$ cat src/rtl/skyhop_map_pkg.sv
// Shared types and helpers for the streaming map-layer generator.
// Column masks are returned LSB-aligned with column 0 at bit (cols-1).
package skyhop_map_pkg;

  localparam int unsigned MAX_COLS   = 32;
  localparam int unsigned MAX_LFSR_W = 64;

  // Gray-coded so every legal transition flips a single bit
  typedef enum logic [1:0] {
    S_IDLE  = 2'b00,
    S_FILL  = 2'b01,
    S_READY = 2'b11,
    S_EXTRA = 2'b10
  } state_t;

  function automatic logic [MAX_COLS-1:0] single_col(input int unsigned cols,
                                                      input int unsigned col);
    return MAX_COLS'(1) << (cols - 1 - col);
  endfunction

  function automatic logic [MAX_COLS-1:0] parity_mask(input int unsigned cols,
                                                       input logic parity);
    logic [MAX_COLS-1:0] m;
    m = '0;
    for (int unsigned c = 0; c < MAX_COLS; c++) begin
      if (c < cols && c[0] == parity) m = m | single_col(cols, c);
    end
    return m;
  endfunction

  function automatic logic [MAX_COLS-1:0] start_layer(input int unsigned cols);
    return single_col(cols, cols / 2);
  endfunction

  // Right-shifting Galois tap masks; 16 bits is x^16+x^14+x^13+x^11+1
  function automatic logic [MAX_LFSR_W-1:0] default_taps(input int unsigned w);
    logic [MAX_LFSR_W-1:0] t;
    case (w)
      32'd8:   t = MAX_LFSR_W'(8'hB8);
      32'd16:  t = MAX_LFSR_W'(16'hB400);
      32'd24:  t = MAX_LFSR_W'(24'hE10000);
      32'd32:  t = MAX_LFSR_W'(32'hA3000000);
      default: t = MAX_LFSR_W'(1) << (w - 1);
    endcase
    return t;
  endfunction

endpackage

$ cat src/rtl/map_lfsr.sv
// Galois LFSR random source; advances one step per cycle with step high.
module map_lfsr
  import skyhop_map_pkg::*;
#(
  parameter int unsigned W    = 16,
  parameter logic [W-1:0] SEED = W'(16'hACE1)
) (
  input  logic         clk,
  input  logic         rst,
  input  logic         step,
  output logic [W-1:0] value
);

  localparam logic [W-1:0] TAPS = W'(default_taps(W));

  always_ff @(posedge clk) begin
    if (rst) begin
      value <= SEED;
    end else if (step) begin
      value <= (value >> 1) ^ (value[0] ? TAPS : '0);
    end
  end

endmodule

$ cat src/rtl/map_layer_stream_generator.sv
// Streams a start layer plus random alternating-parity layers over valid/ready,
// then serves one extra random layer per next_layer request.
module map_layer_stream_generator
  import skyhop_map_pkg::*;
#(
  parameter int unsigned COLS        = 7,
  parameter int unsigned INIT_LAYERS = 4,
  parameter int unsigned LFSR_W      = 16,
  parameter logic [63:0] SEED        = 64'hACE1,
  parameter int unsigned IDX_W       = 8
) (
  input  logic              clk,
  input  logic              rst,
  input  logic              generate_map,
  input  logic              next_layer,
  input  logic              layer_ready,
  output logic [0:COLS-1]   layer_map,
  output logic [0:COLS-1]   block_type,
  output logic              layer_valid,
  output logic [IDX_W-1:0]  layer_idx,
  output logic              map_ready
);

  localparam int unsigned CNT_W = (INIT_LAYERS > 1) ? $clog2(INIT_LAYERS) : 1;
  localparam logic [CNT_W-1:0] REM_INIT = CNT_W'(INIT_LAYERS - 1);
  localparam logic [COLS-1:0] START     = COLS'(start_layer(COLS));
  localparam logic [LFSR_W-1:0] SEED_W  = LFSR_W'(SEED);

  if (COLS < 3 || COLS > MAX_COLS) begin : g_bad_cols
    $error("COLS out of range");
  end
  if (INIT_LAYERS < 1) begin : g_bad_init
    $error("INIT_LAYERS must be at least 1");
  end
  if (LFSR_W < 2 * COLS || LFSR_W > MAX_LFSR_W) begin : g_bad_lfsr_w
    $error("LFSR_W must be at least 2*COLS");
  end
  if (SEED_W == '0) begin : g_bad_seed
    $error("SEED must be nonzero");
  end

  state_t            state, state_d;
  logic              parity, parity_d;
  logic [CNT_W-1:0]  rem, rem_d;
  logic [LFSR_W-1:0] lfsr;
  logic              lfsr_step_c;
  logic              accept_c;

  logic [COLS-1:0]   map_d, block_d;
  logic              valid_d, map_ready_d;
  logic [IDX_W-1:0]  idx_d;

  logic [COLS-1:0]   lo_c, hi_c, mask_c, raw_c, rnd_map_c, rnd_block_c;

  map_lfsr #(
    .W    (LFSR_W),
    .SEED (SEED_W)
  ) u_lfsr (
    .clk   (clk),
    .rst   (rst),
    .step  (lfsr_step_c),
    .value (lfsr)
  );

  // Random layer shaping; bit COLS-1 of each slice is column 0
  always_comb begin
    lo_c   = COLS'(lfsr);
    hi_c   = COLS'(lfsr >> COLS);
    mask_c = COLS'(parity_mask(COLS, parity));
    raw_c  = lo_c & mask_c;
    if (raw_c == '0) raw_c = COLS'(single_col(COLS, 32'(parity)));
    rnd_map_c   = raw_c;
    rnd_block_c = hi_c & raw_c;
  end

  assign accept_c = layer_valid & layer_ready;

  always_comb begin
    state_d     = state;
    parity_d    = parity;
    rem_d       = rem;
    map_d       = layer_map;
    block_d     = block_type;
    valid_d     = layer_valid;
    idx_d       = layer_idx;
    map_ready_d = map_ready;
    lfsr_step_c = 1'b0;

    case (state)
      S_IDLE: begin
        if (generate_map) begin
          map_d       = START;
          block_d     = '0;
          valid_d     = 1'b1;
          idx_d       = '0;
          rem_d       = REM_INIT;
          parity_d    = 1'b0;
          map_ready_d = 1'b0;
          state_d     = S_FILL;
        end
      end
      S_FILL: begin
        if (accept_c) begin
          idx_d = layer_idx + IDX_W'(1);
          if (rem != '0) begin
            map_d       = rnd_map_c;
            block_d     = rnd_block_c;
            parity_d    = ~parity;
            lfsr_step_c = 1'b1;
            rem_d       = rem - CNT_W'(1);
          end else begin
            valid_d     = 1'b0;
            map_ready_d = 1'b1;
            state_d     = S_READY;
          end
        end
      end
      S_READY: begin
        // A restart takes priority over a scroll request
        if (generate_map) begin
          map_d       = START;
          block_d     = '0;
          valid_d     = 1'b1;
          idx_d       = '0;
          rem_d       = REM_INIT;
          parity_d    = 1'b0;
          map_ready_d = 1'b0;
          state_d     = S_FILL;
        end else if (next_layer) begin
          map_d       = rnd_map_c;
          block_d     = rnd_block_c;
          parity_d    = ~parity;
          lfsr_step_c = 1'b1;
          valid_d     = 1'b1;
          state_d     = S_EXTRA;
        end
      end
      S_EXTRA: begin
        if (accept_c) begin
          idx_d   = layer_idx + IDX_W'(1);
          valid_d = 1'b0;
          state_d = S_READY;
        end
      end
      default: state_d = S_IDLE;
    endcase
  end

  always_ff @(posedge clk) begin
    if (rst) begin
      state       <= S_IDLE;
      parity      <= 1'b0;
      rem         <= '0;
      layer_map   <= '0;
      block_type  <= '0;
      layer_valid <= 1'b0;
      layer_idx   <= '0;
      map_ready   <= 1'b0;
    end else begin
      state       <= state_d;
      parity      <= parity_d;
      rem         <= rem_d;
      layer_map   <= map_d;
      block_type  <= block_d;
      layer_valid <= valid_d;
      layer_idx   <= idx_d;
      map_ready   <= map_ready_d;
    end
  end

endmodule

$ cat config.mk
export PLATFORM = sky130hd
export DESIGN_NAME = map_layer_stream_generator
export DESIGN_NICKNAME = d
export VERILOG_FILES = /design/src/rtl/skyhop_map_pkg.sv /design/src/rtl/map_lfsr.sv /design/src/rtl/map_layer_stream_generator.sv
export SDC_FILE = /design/constraint.sdc
export NUM_CORES = 1
export LEC_CHECK = 0
export CAP_MARGIN = 20
export CORE_ASPECT_RATIO = 0.7
export CORE_MARGIN = 3
export CORE_UTILIZATION = 47
export DETAILED_ROUTE_END_ITERATION = 12
export GPL_TIMING_DRIVEN = 0
export MAX_ROUTING_LAYER = met4
export PLACE_DENSITY = 0.7
export SLEW_MARGIN = 20
export SYNTH_ARGS = -nofsm -noshare
export SYNTH_HDL_FRONTEND = slang
export SYNTH_SLANG_ARGS = --single-unit
$ cat constraint.sdc
create_clock -name clk -period 3.08 [get_ports clk]
set_clock_uncertainty 0.05 [all_clocks]
set_input_delay 0.462 -clock clk [delete_from_list [all_inputs] [get_ports clk]]
set_output_delay 0.462 -clock clk [all_outputs]
set_load 0.1 [all_outputs]
==> impl_results.md <==
* Starting utilization of the core area at 50.9%
* Most frequent standard cell in the layout excluding fill and tap cells: sky130_fd_sc_hd__dfxtp_1
* Final routed wirelength across all metal layers at 4740 µm
* Buffer cell driving the clock tree root: sky130_fd_sc_hd__clkbuf_8
* Synth Flop Type: sky130_fd_sc_hd__dfxtp_1
* TritonRoute pass-1 iters at 4
* Worst-path maximum fanout at 8
* H-tree levels at 2
* Fraction of layout cells with a size suffix above 1 at 7.25%
* Startpoint of the most critical hold path: block_type[2]$_SDFFE_PP0P_
* Reg clk slew, reported paths at 0.09 ns
* # fillers at 344
* Number of standard cells after synthesis at 226
* Worst slew margin relative to its limit at 35.0%
* Routed WL per cell at around 15 µm
* Area of combinational cells with multiple inputs at approximately 0.0011 mm²
* Relative area change from synthesis to final layout at 23.2%
* CP startpoint kind: flip-flop
* Fraction of synthesis flops using an asynchronous set or reset pin at 0%
* Maxcap violations at 0
* Clock net sink count at 45
* RSZ-0062 raised after global routing: no
* Cell chain of the critical path: clkdlybuf4s50_1
* Top cell family by delay on the critical path: buffers and inverters
* Post-synthesis average cell area at 9.15 µm²
* Master of the slowest instance on the critical path: sky130_fd_sc_hd__clkdlybuf4s50_1
* Worst-case hold slack at between 0.4 and 0.5 ns
* Number of cells on the worst reg-to-reg path at 7
* Total power divided by cell area at 829 mW/mm²
* Internal Dissipation at 1250 µW
* Netlist area before placement at 0.00207 mm²
* Highest cell delay on the worst timing path at 1.20 ns
* TNS Setup at 0 ns
* Proportion of power drawn by combinational gates at 41.0%
* Latest clock arrival within the worst-skew pair at 0.29 ns
* Number of buffers and inverters on the critical path at 1
* Antenna diode count at 0
* Leftover overflow at the end of global routing at 0
* RePlAce Congestion at around 0.85
* Data arrival time of the critical path at 1.98 ns
* Post-CTS setup buffers at 0
* Leading cell types in the layout, fill and taps excluded: 45 x sky130_fd_sc_hd__dfxtp_1, 31 x sky130_fd_sc_hd__nor2_1, 28 x sky130_fd_sc_hd__clkdlybuf4s50_1, 14 x sky130_fd_sc_hd__o21ai_0
* Post-DP HPWL at 3390 µm
* Switching power at 862 µW
* Floorplan Core Area at 0.00407 mm²
* Netlist cell types at 49
* Number of flip-flops and latches in the synthesized netlist at 45
* Via count of the first global-routing pass at about 1.5k
* Proportion of power drawn by the clock network at about 25%
* Crit Path Category: flip-flop to output port
* Syn_nets at 238
* End of the worst register-to-register path: layer_idx[7]$_SDFFE_PP0P_
* Result of the run: completed
* Die extent in x at between 80 and 90 µm
* Final hold violations at 0
* Cell type contributing the most total cell area after synthesis: sky130_fd_sc_hd__dfxtp_1
* Portion of synthesized cell area occupied by the leading cell type at 43.6%
* Number of buffers created by CTS at 5
* Final Cycle Share at 81.0%
* DRC violation count after routing at 0
* Post-layout nets at between 200 and 300
* Post-synthesis sequential area ratio at 43.6%
* Placement-stage worst setup slack at 0.623 ns
* Final number of setup-violating endpoints at 0
* Clock period minus worst slack at 2.49 ns
* Antenna violations before repair at 0
* Setup slack of the most critical reg-to-reg path at 0.87 ns
* Actual transition at the worst max-transition pin at 0.972 ns
* Synth top area cells: sky130_fd_sc_hd__dfxtp_1 44%, sky130_fd_sc_hd__nor2_1 5.6%, sky130_fd_sc_hd__mux2i_1 4.4%
* CP Launch Point: layer_valid$_SDFFE_PP0P_
* Sequential standard cell area at 901 µm²
* Via-to-Cell Ratio at 5.50
* Wire length of the first global-routing pass at 7630 µm
* Number of buffers inserted for hold repair after clock tree synthesis at 0
* Min-delay worst type: flip-flop to flip-flop
* Required @ worst endpoint at 2.57 ns
* Category of the worst setup path capture point: output port
* Cell Rows at 19
* Count of pins over their slew limit at 0
* Setup slack after layout at roughly 0.59 ns
* Clock tree from TritonCTS: built
* Port Buf Inserts at 28
* GRT Overall Usage at 19.1%
* Sequential fraction of design power at 34.2%
* Die Footprint at 0.00525 mm²
* Peak VDD IR at between 0.0005 and 0.0006 V
* Pin count of the biggest net entering global routing at 15
* EDFF count, synth at 0
* Hold Path End: block_type[2]$_SDFFE_PP0P_
* Number of routed nets with antenna violations at 0
* Initial drt markers at 118
* Fmax achieved at 0.401 GHz
* Number of warnings issued by yosys at 0
* Startpoint of the worst register-to-register path: state[0]$_SDFFE_PP0P_
* Height of the die at just over 60 µm
* Worst Hold Depth at 1
* Sw Ratio at between 40% and 50%
* Leakage power total at 0.000948 µW
* Num ports at 29
* Total via count after detailed routing at 1726
* Clock tree buffer depth at 2
* CTS resizes at 0
## power groups by stage
stage	combinational [µW]	clock, µW	sequential, µW
2_1_floorplan	444	0	952
3_3_place_gp	847	0	730
3_5_place_dp	855	0	732
4_1_cts	859	537	719
5_1_grt	934	559	731
6_report	866	525	722
## synth_stat cells, types with 2 or more instances
| master | number |
|---|---|
| sky130_fd_sc_hd__or3_1 | 2 |
| sky130_fd_sc_hd__nor2b_1 | 4 |
| sky130_fd_sc_hd__a22o_1 | 5 |
| sky130_fd_sc_hd__o21ai_0 | 14 |
| sky130_fd_sc_hd__dfxtp_1 | 45 |
| sky130_fd_sc_hd__a31oi_1 | 2 |
| sky130_fd_sc_hd__ha_1 | 7 |
| sky130_fd_sc_hd__a211oi_1 | 3 |
| sky130_fd_sc_hd__and3_1 | 2 |
| sky130_fd_sc_hd__xor2_1 | 5 |
| sky130_fd_sc_hd__buf_2 | 4 |
| sky130_fd_sc_hd__and2_1 | 4 |
| sky130_fd_sc_hd__or4_1 | 4 |
| sky130_fd_sc_hd__nand2b_1 | 5 |
| sky130_fd_sc_hd__a311oi_1 | 2 |
| sky130_fd_sc_hd__a21oi_1 | 13 |
| sky130_fd_sc_hd__a221oi_1 | 2 |
| sky130_fd_sc_hd__clkbuf_1 | 8 |
| sky130_fd_sc_hd__nand2_1 | 5 |
| sky130_fd_sc_hd__mux2i_1 | 9 |
| sky130_fd_sc_hd__o21bai_1 | 4 |
| sky130_fd_sc_hd__nor2_1 | 31 |
| sky130_fd_sc_hd__o2111ai_1 | 2 |
| sky130_fd_sc_hd__inv_1 | 13 |
| sky130_fd_sc_hd__a211o_1 | 7 |
## how the worst max path moves through the flow
stage                                   end  slack, ns  cells past startpoint
6_report                        layer_valid       0.59                      1
5_1_grt                         layer_valid       0.55                      1
4_1_cts                         layer_valid       0.58                      1
3_5_place_dp   u_lfsr.value[9]$_SDFFE_PP0P_       0.62                      7
3_3_place_gp   u_lfsr.value[8]$_SDFFE_PP0P_       0.61                      7
2_1_floorplan    block_type[0]$_SDFFE_PP0P_       0.72                      4
## state kept, by name (all words and copies together), names as in the netlist
register and cells:
u_lfsr.value 16, layer_valid 1, map_ready 1, rem 2, state 2, layer_map 7, layer_idx 8, block_type 7
parity 1
## metal layers
metal	routed length, µm	GRT usage [%]
met2	1920	25.6
met3	324	4.14
met5	0	-
met4	12	4.29
met1	2480	28.7
## logic make-up (layout without fill, tap and decap cells)
family,Yosys count,count (layout),share of synthesized area [%]
compound gates,68,68,23.5
xor+xnor,6,6,2.54
buf+inv,26,62,5.32
simple gates,65,65,16.5
fa+ha+maj,7,7,4.23
mux,9,9,4.36
flops,45,45,43.6
## final cells by class
| class | instances | share of cell area, % |
|---|---|---|
| Buffer | 13 | 2.41 |
| Clock buffer | 5 | 2.70 |
| Clock inverter | 3 | 2.55 |
| Inverter | 13 | 1.92 |
| Multi-Input combinational cell | 155 | 41.5 |
| Sequential cell | 45 | 35.4 |
| Tap cell | 52 | 2.55 |
| Timing Repair Buffer | 28 | 11.0 |
## through the flow
step | std cells | util [%] | cell area (µm²) | total power [µW]
detailed placement | 306 | 59.4 | 2410 | 1590
floorplan | 226 | - | 2070 | 1400
finish | 314 | 62.7 | 2550 | 2110
CTS | 314 | 62.7 | 2550 | 2120
global placement | 306 | 59.4 | 2410 | 1580
global route | 314 | 62.7 | 2550 | 2230
(Power assumes the default switching activity.)
